$ cat src/rtl/response_packetizer.sv
// Frames NUM_WORDS response-FIFO words into one UART packet:
// header, word count, MSB-first payload bytes and an optional XOR checksum.
module response_packetizer #(
  parameter int                  RESPONSE_BITS = 32,
  parameter int                  DATA_BITS     = 8,
  parameter int                  NUM_WORDS     = 1,
  parameter logic [DATA_BITS-1:0] RESPONSE_ID  = 8'hAB,
  parameter bit                  CHECKSUM_EN   = 1'b1,
  parameter int                  TIMEOUT_BITS  = 16
) (
  input  logic                     clk,
  input  logic                     reset,
  input  logic                     start,
  input  logic [RESPONSE_BITS-1:0] fifo_dout,
  input  logic                     fifo_empty,
  output logic                     fifo_re,
  output logic [DATA_BITS-1:0]     tx_data,
  output logic                     tx_enable,
  input  logic                     tx_busy,
  output logic                     busy,
  output logic                     done,
  output logic                     abort
);

  localparam int                   BPW        = (RESPONSE_BITS + 7) / 8;
  localparam int                   SR_BITS    = BPW * DATA_BITS;
  localparam logic [3:0]           LAST_BYTE  = 4'(BPW - 1);
  localparam logic [DATA_BITS-1:0] WORD_COUNT = DATA_BITS'(NUM_WORDS);

  typedef enum logic [3:0] {
    IDLE,
    HDR,
    LEN,
    FETCH,
    CAPTURE,
    SEND,
    CHK,
    TX_REQ,
    TX_WAIT,
    FIN,
    ABORT
  } state_t;

  state_t                   state, state_next;
  state_t                   ret_state, ret_next;
  logic [DATA_BITS-1:0]     checksum;
  logic [SR_BITS-1:0]       shreg;
  logic [3:0]               byte_idx;
  logic [7:0]               word_cnt;
  logic [TIMEOUT_BITS-1:0]  timeout_cnt;
  logic                     timeout_hit;

  assign timeout_hit = (timeout_cnt == '1);

  // NOTE: sequential state uses non-blocking assignments so every register
  // samples the pre-edge values of the others, matching real flop behaviour.
  always_ff @(posedge clk) begin
    if (reset) begin
      state     <= IDLE;
      ret_state <= IDLE;
    end else begin
      state     <= state_next;
      ret_state <= ret_next;
    end
  end

  // NOTE: every output and next-state value gets a default before the case,
  // so no path through this block can leave one unassigned and infer a latch.
  always_comb begin
    state_next = state;
    ret_next   = ret_state;
    fifo_re    = 1'b0;
    tx_enable  = 1'b0;
    busy       = 1'b1;
    done       = 1'b0;
    abort      = 1'b0;

    case (state)
      IDLE: begin
        busy = 1'b0;
        if (start) state_next = HDR;
      end
      HDR: begin
        ret_next   = LEN;
        state_next = TX_REQ;
      end
      LEN: begin
        ret_next   = FETCH;
        state_next = TX_REQ;
      end
      FETCH: begin
        // A timeout at terminal count takes priority over data that shows up
        // on that same cycle, so the read strobe is gated by it too.
        if (timeout_hit) begin
          state_next = ABORT;
        end else if (!fifo_empty) begin
          fifo_re    = 1'b1;
          state_next = CAPTURE;
        end
      end
      CAPTURE: state_next = SEND;
      SEND: begin
        state_next = TX_REQ;
        if (byte_idx != LAST_BYTE)       ret_next = SEND;
        else if (word_cnt != WORD_COUNT) ret_next = FETCH;
        else if (CHECKSUM_EN)            ret_next = CHK;
        else                             ret_next = FIN;
      end
      CHK: begin
        ret_next   = FIN;
        state_next = TX_REQ;
      end
      TX_REQ: begin
        tx_enable = 1'b1;
        if (tx_busy) state_next = TX_WAIT;
      end
      TX_WAIT: begin
        if (!tx_busy) state_next = ret_state;
      end
      FIN: begin
        busy       = 1'b0;
        done       = 1'b1;
        state_next = IDLE;
      end
      ABORT: begin
        busy       = 1'b0;
        abort      = 1'b1;
        state_next = IDLE;
      end
      default: state_next = IDLE;
    endcase
  end

  // Datapath: byte staging, payload shifter, checksum and the three counters.
  always_ff @(posedge clk) begin
    if (reset) begin
      tx_data     <= '0;
      checksum    <= '0;
      shreg       <= '0;
      byte_idx    <= '0;
      word_cnt    <= '0;
      timeout_cnt <= '0;
    end else begin
      case (state)
        IDLE: begin
          if (start) begin
            checksum    <= '0;
            word_cnt    <= '0;
            timeout_cnt <= '0;
          end
        end
        HDR: tx_data <= RESPONSE_ID;
        LEN: begin
          tx_data  <= WORD_COUNT;
          checksum <= checksum ^ WORD_COUNT;
        end
        FETCH: begin
          if (fifo_re) begin
            timeout_cnt <= '0;
            word_cnt    <= word_cnt + 8'd1;
          end else if (!timeout_hit) begin
            timeout_cnt <= timeout_cnt + TIMEOUT_BITS'(1);
          end
        end
        CAPTURE: begin
          shreg    <= SR_BITS'(fifo_dout);
          byte_idx <= '0;
        end
        SEND: begin
          tx_data  <= shreg[SR_BITS-1 -: DATA_BITS];
          checksum <= checksum ^ shreg[SR_BITS-1 -: DATA_BITS];
          shreg    <= shreg << DATA_BITS;
          byte_idx <= byte_idx + 4'd1;
        end
        CHK: tx_data <= checksum;
        default: ;
      endcase
    end
  end

endmodule
$ cat config.mk
export PLATFORM = sky130hd
export DESIGN_NAME = response_packetizer
export DESIGN_NICKNAME = d
export VERILOG_FILES = /design/src/rtl/response_packetizer.sv
export SDC_FILE = /design/constraint.sdc
export NUM_CORES = 1
export LEC_CHECK = 0
export ABC_AREA = 0
export CORE_ASPECT_RATIO = 0.75
export CORE_MARGIN = 1.5
export CORE_UTILIZATION = 53
export CTS_CLUSTER_SIZE = 30
export DETAILED_ROUTE_END_ITERATION = 8
export PLACE_DENSITY_LB_ADDON = 0.12
export SLEW_MARGIN = 25
export SYNTH_ARGS = -nofsm -noshare
export SYNTH_HDL_FRONTEND = slang
export SYNTH_SLANG_ARGS = --single-unit
$ cat constraint.sdc
create_clock -name clk -period 3.7 [get_ports clk]
set_input_delay 0.37 -clock clk [delete_from_list [all_inputs] [get_ports clk]]
set_output_delay 0.37 -clock clk [all_outputs]
set_load 0.005 [all_outputs]
==> reports/results.txt, run 1 <==
run status: complete, no violations
WL/cell: 14.61 um
final setup vio count: 0
I/O pins: 50
Overflow after GRT: 0
detail-routed via count per cell: 5.633
Max clock buf depth: 2
Max Fanout on Critical Path: 23
WL final: 9192 um
Initial Utilization: 55.61%
clk slew on worst S/H paths: 0.08 ns
ANT nets after route: 0
TritonCTS buffer count: 9
post-layout util: 65.56%
setup TNS: 0 ns
initial antenna violation count: 0
number of flops mapped to enable cells by yosys: 0
crit path DAT: 2.65 ns
worst skew pair latency: 0.35 ns
main flop type after synthesis: dfxtp_1
GRT Util Overall: 22.97%
DRT Pass-1 Iters: 5
CP Data Required Time: 3.33 ns
initial detailed-routing violation count: 231
Die W: 105.2 um
Slew Viols, Final: 0
port bufs: 49
Netlist cell types: 58
hold crit path type: flip-flop to flip-flop
final hold violation count: 0
Tot Pwr: 0.002726 W
total number of yosys warnings: 0
core area: 7466 um2
Sink Count: 84
Nets: 564
Peak VDD IR: 0.4031 mV
Diodes inserted: 0
Synth Instances: 494
number of global-route vias before repair: 3177
total of max-cap violations: 0
RSZ-0062 raised after global routing: false
Power Density: 557.0 nW/um2
worst hold stages: 2
CP Capture Type: primary output
syn avg cell area: 8.404 um2
synthesized flop and latch total: 84
first-pass GRT wire length: 15340 um
Post-Syn Nets: 535
num rows: 27
Slew headroom: 37.04%
hpwl dp: 6561 um
Post-Syn Area: 4151 um2
residual DRC count: 0
Least-Margin Pin Slew: 0.9430 ns
most frequent cells in the layout: nor2_1 (91), dfxtp_1 (83), clkdlybuf4s50_1 (48)
CTS tree: yes
crit path launch type: flip-flop
sequential fraction of the synthesis area: 40.51%
leading cell type in the layout, fill and taps excluded: nor2_1
Post-synth ARST share: 0%
fmax: 331.6 MHz
r2r worst-path depth: 5
Period Utilization, post-route: 81.49%
die area: 8378 um2
H-tree depth: 3
Die H: 79.65 um
Final Wtd Congestion: 0.9130
min Tclk post-route: 3.015 ns
LEAKAGE: 1.723 nW
total setup buffers inserted after CTS: 0
Worst Path Class, Setup: flip-flop to primary output
DR vias: 3543
Area Overhead vs Synth: 17.90%
post_cts resized: 0
cts hold-fix bufs: 0
layout cells sized above 1: 7.197%
CTS root buf: clkbuf_8
largest net degree at the start of global routing: 58
clock skew: 0.008479 ns
layer usage:
layer	global-route usage (%)	up-vias	wire length [um]
met5	0	-	0
met4	6.164	0	78
met3	5.469	5	466
met2	33.99	88	3916
met1	33.37	1623	4730
li1	-	1827	-
logic make-up (layout without fill, tap and decap cells):
family | count (synthesis) | count (layout) | synth area share [%]
xor+xnor | 22 | 22 | 4.641
fa+ha+maj | 4 | 4 | 1.206
compound gates | 111 | 111 | 18.32
buf+inv | 43 | 77 | 4.491
simple gates | 205 | 205 | 24.80
mux | 25 | 25 | 6.028
flops | 84 | 84 | 40.51
report_power, final:
part | switching, W | internal, W | leakage, nW
registers | 0.000131 | 0.00104 | 0.685
logic | 0.000436 | 0.000322 | 0.914
clock network | 0.000323 | 0.000471 | 0.124
total | 0.000890 | 0.00184 | 1.72
registers in the layout, indices dropped and copies added (netlist names):
signal	cells
byte_idx	4
timeout_cnt	16
ret_state	4
shreg	32
checksum	8
tx_data	8
word_cnt	8
state	4
critical path, stage by stage, from the launching register on:
cell,delay (ns)
dfxtp_1,0.82
nand4bb_1,0.56
nor3_2,0.37
clkdlybuf4s50_1,0.54
cells in the mapped netlist, drive strengths merged (5+ instances only):
cell     n  share of area [%]
nand4    5                1.3
clkbuf  20                1.8
nor2b    6               0.90
nor4     5                1.1
nor2    92                8.3
a211oi  33                6.2
xor2    12                2.5
o21ai   17                2.0
mux2i   25                6.0
nor3    16                2.0
nand3   17                2.2
buf     15                2.0
nand2   27                2.4
a21oi   26                3.1
nand2b   7                1.1
xnor2   10                2.1
inv      8               0.72
or3      7                1.1
dfxtp   84                 41
a22oi   12                2.5
per-stage QoR:
| stage | instances | setup slack (ns) | hold WS [ns] | cell area, um2 |
|---|---|---|---|---|
| detailed placement | 613 | 0.9358 | 0.4799 | 4646 |
| finish | 629 | 0.6847 | 0.4880 | 4895 |
| floorplan | 494 | 1.748 | 0.4471 | 4151 |
| CTS | 629 | 0.7010 | 0.4924 | 4895 |
| global placement | 613 | 1.117 | 0.4612 | 4646 |
| global route | 629 | 0.5253 | 0.5260 | 4895 |
worst paths after layout:
path | startpoint | to | slack [ns]
max | state[1] | fifo_re | 0.68
min | word_cnt[7] | word_cnt[7] | 0.49
max reg2reg | state[1] | word_cnt[5] | 1.04
min reg2reg | word_cnt[7] | word_cnt[7] | 0.49
layout make-up:
| cell class | instances | area (um2) |
|---|---|---|
| clock buffers | 11 | 141.4 |
| clock inverters | 5 | 107.6 |
| fillers | 655 | 2571 |
| inverters | 8 | 30.03 |
| multi-input cells | 367 | 2291 |
| flip-flops and latches | 84 | 1683 |
| well taps | 101 | 126.4 |
| repair buffers | 53 | 515.5 |
No activity file was read; power rests on OpenSTA's default activity.
==> run 2: changes to the inputs <==
clock period = 3.1 ns   (was 3.7 ns; I/O delays follow)
==> reports/results.txt, run 2 (synthesized netlist as in run 1, its figures left out) <==
post-layout util: 65.66% (+0.10 points)
total of max-cap violations: 0 (unchanged)
Die H: 79.65 um (unchanged)
Power Density: 638.3 nW/um2 (+15%)
Diodes inserted: 0 (unchanged)
r2r worst-path depth: 6 (+1)
setup ws final: 0.4103 ns (-0.2744 ns)
Sink Count: 84 (unchanged)
Period Utilization, post-route: 86.77%
I/O pins: 50 (unchanged)
Post-Layout Cell Count: 635 (+0.95%)
DRT Pass-1 Iters: 4 (-1)
CTS tree: yes
leading cell type in the layout, fill and taps excluded: nor2_1
Slew headroom: 49.05% (+12 points)
post_cts resized: 0 (unchanged)
TritonCTS buffer count: 9 (unchanged)
initial antenna violation count: 0 (unchanged)
hpwl dp: 6686 um (+1.9%)
pre-CTS setup slack: 0.6912 ns (-0.2446 ns)
largest net degree at the start of global routing: 58 (unchanged)
most frequent cells in the layout: nor2_1 (91), dfxtp_1 (83), clkdlybuf4s50_1 (48)
CTS root buf: clkbuf_8
Area Overhead vs Synth: 18.08%
GRT Util Overall: 23.55% (+0.58 points)
final setup vio count: 0 (unchanged)
Nets: 571 (+1.2%)
Peak VDD IR: 0.2780 mV (-31%)
worst hold stages: 4 (+2)
core area: 7466 um2 (unchanged)
Max clock buf depth: 2 (unchanged)
CP Data Required Time: 2.79 ns (-0.54 ns)
Max Fanout on Critical Path: 12 (-48%)
RSZ-0062 raised after global routing: false
first-pass GRT wire length: 15640 um (+1.9%)
Largest Register: shreg
biggest regs: shreg (32), timeout_cnt (16)
Least-Margin Pin Slew: 0.7592 ns (-0.1839 ns)
final hold violation count: 0 (unchanged)
H-tree depth: 3 (unchanged)
max FFs per register: 32 (unchanged)
clock skew: 0.007574 ns (-0.0009052 ns)
Slew Viols, Final: 0 (unchanged)
residual DRC count: 0 (unchanged)
Worst Path Class, Setup: flip-flop to primary output
worst skew pair latency: 0.36 ns (about the same)
cts hold-fix bufs: 0 (unchanged)
clk slew on worst S/H paths: 0.08 ns (about the same)
hold slack: 0.4588 ns (-0.02916 ns)
crit path DAT: 2.38 ns (-0.27 ns)
Die W: 105.2 um (unchanged)
CP Capture Type: primary output
fmax: 371.8 MHz
WL/cell: 14.86 um (+1.7%)
die area: 8378 um2 (unchanged)
detail-routed via count per cell: 5.674 (+0.73%)
run status: complete, no violations
total setup buffers inserted after CTS: 0 (unchanged)
placed cells: 620 (+1.1%)
Initial Utilization: 55.61% (unchanged)
number of global-route vias before repair: 3185 (+0.25%)
Overflow after GRT: 0 (unchanged)
DR vias: 3603 (+1.7%)
num rows: 27 (unchanged)
layout cells sized above 1: 8.240% (+1.0 points)
min Tclk post-route: 2.690 ns
hold crit path type: primary input to flip-flop
WL final: 9433 um (+2.6%)
LEAKAGE: 1.729 nW (+0.33%)
Final Wtd Congestion: 0.9334 (+2.2%)
crit path launch type: flip-flop
FILL cells: 642 (-2.0%)
ANT nets after route: 0 (unchanged)
port bufs: 49 (unchanged)
setup TNS: 0 ns (unchanged)
initial detailed-routing violation count: 211 (-8.7%)
-- run 2: changes by cell type in the layout (fill, tap and decap cells not counted) --
| cell | before | now |
|---|---|---|
| buf_12 | 0 | 1 |
| buf_4 | 4 | 10 |
| bufinv_16 | 3 | 1 |
| clkinv_2 | 0 | 1 |
| clkinv_4 | 1 | 0 |
| clkinvlp_4 | 0 | 2 |
| inv_6 | 1 | 0 |
-- run 2: worst paths after layout --
path	from	to	slack [ns]
worst max register to register	timeout_cnt[0]	timeout_cnt[11]	0.82
worst min register to register	word_cnt[7]	word_cnt[7]	0.48
worst max-delay path	state[1]	busy	0.41
worst min-delay path	reset	word_cnt[4]	0.46
-- run 2: critical path, cell delays in order (launching register included) --
cell and delay (ns):
dfxtp_1 0.61, buf_4 0.29, nand2b_1 0.23, a21boi_0 0.11, o21ai_0 0.23, clkdlybuf4s50_1 0.54
-- run 2: stage by stage --
stage,area (um2),total power (W)
final,4902,0.003129
after global routing,4902,0.003333
after CTS,4902,0.003148
after detailed placement,4711,0.002371
after global placement,4711,0.002343
after floorplan,4151,0.002060
-- run 2: area by class of cell --
type / instances / area [um2] / area share, %
sequential: 84 / 1683 / 34.33
multi-input combinational: 367 / 2291 / 46.73
clock buffer: 11 / 141.4 / 2.884
timing repair buffer: 60 / 580.6 / 11.84
tap: 101 / 126.4 / 2.578
clock inverter: 4 / 50.05 / 1.021
inverter: 8 / 30.03 / 0.6126
-- run 2: per-layer routing --
metal	vias to the layer above	global-route usage, %	part of all wire, %
li1	1846	-	-
met1	1649	34.94	51
met2	91	33.07	41
met3	17	6.041	6.3
met4	0	7.260	1.5
met5	-	0	0
-- run 2: report_power, final --
part,internal [W],switching [W]
Sequential,0.00125,0.000144
Clock,0.000389,0.000388
Combinational,0.000418,0.000543
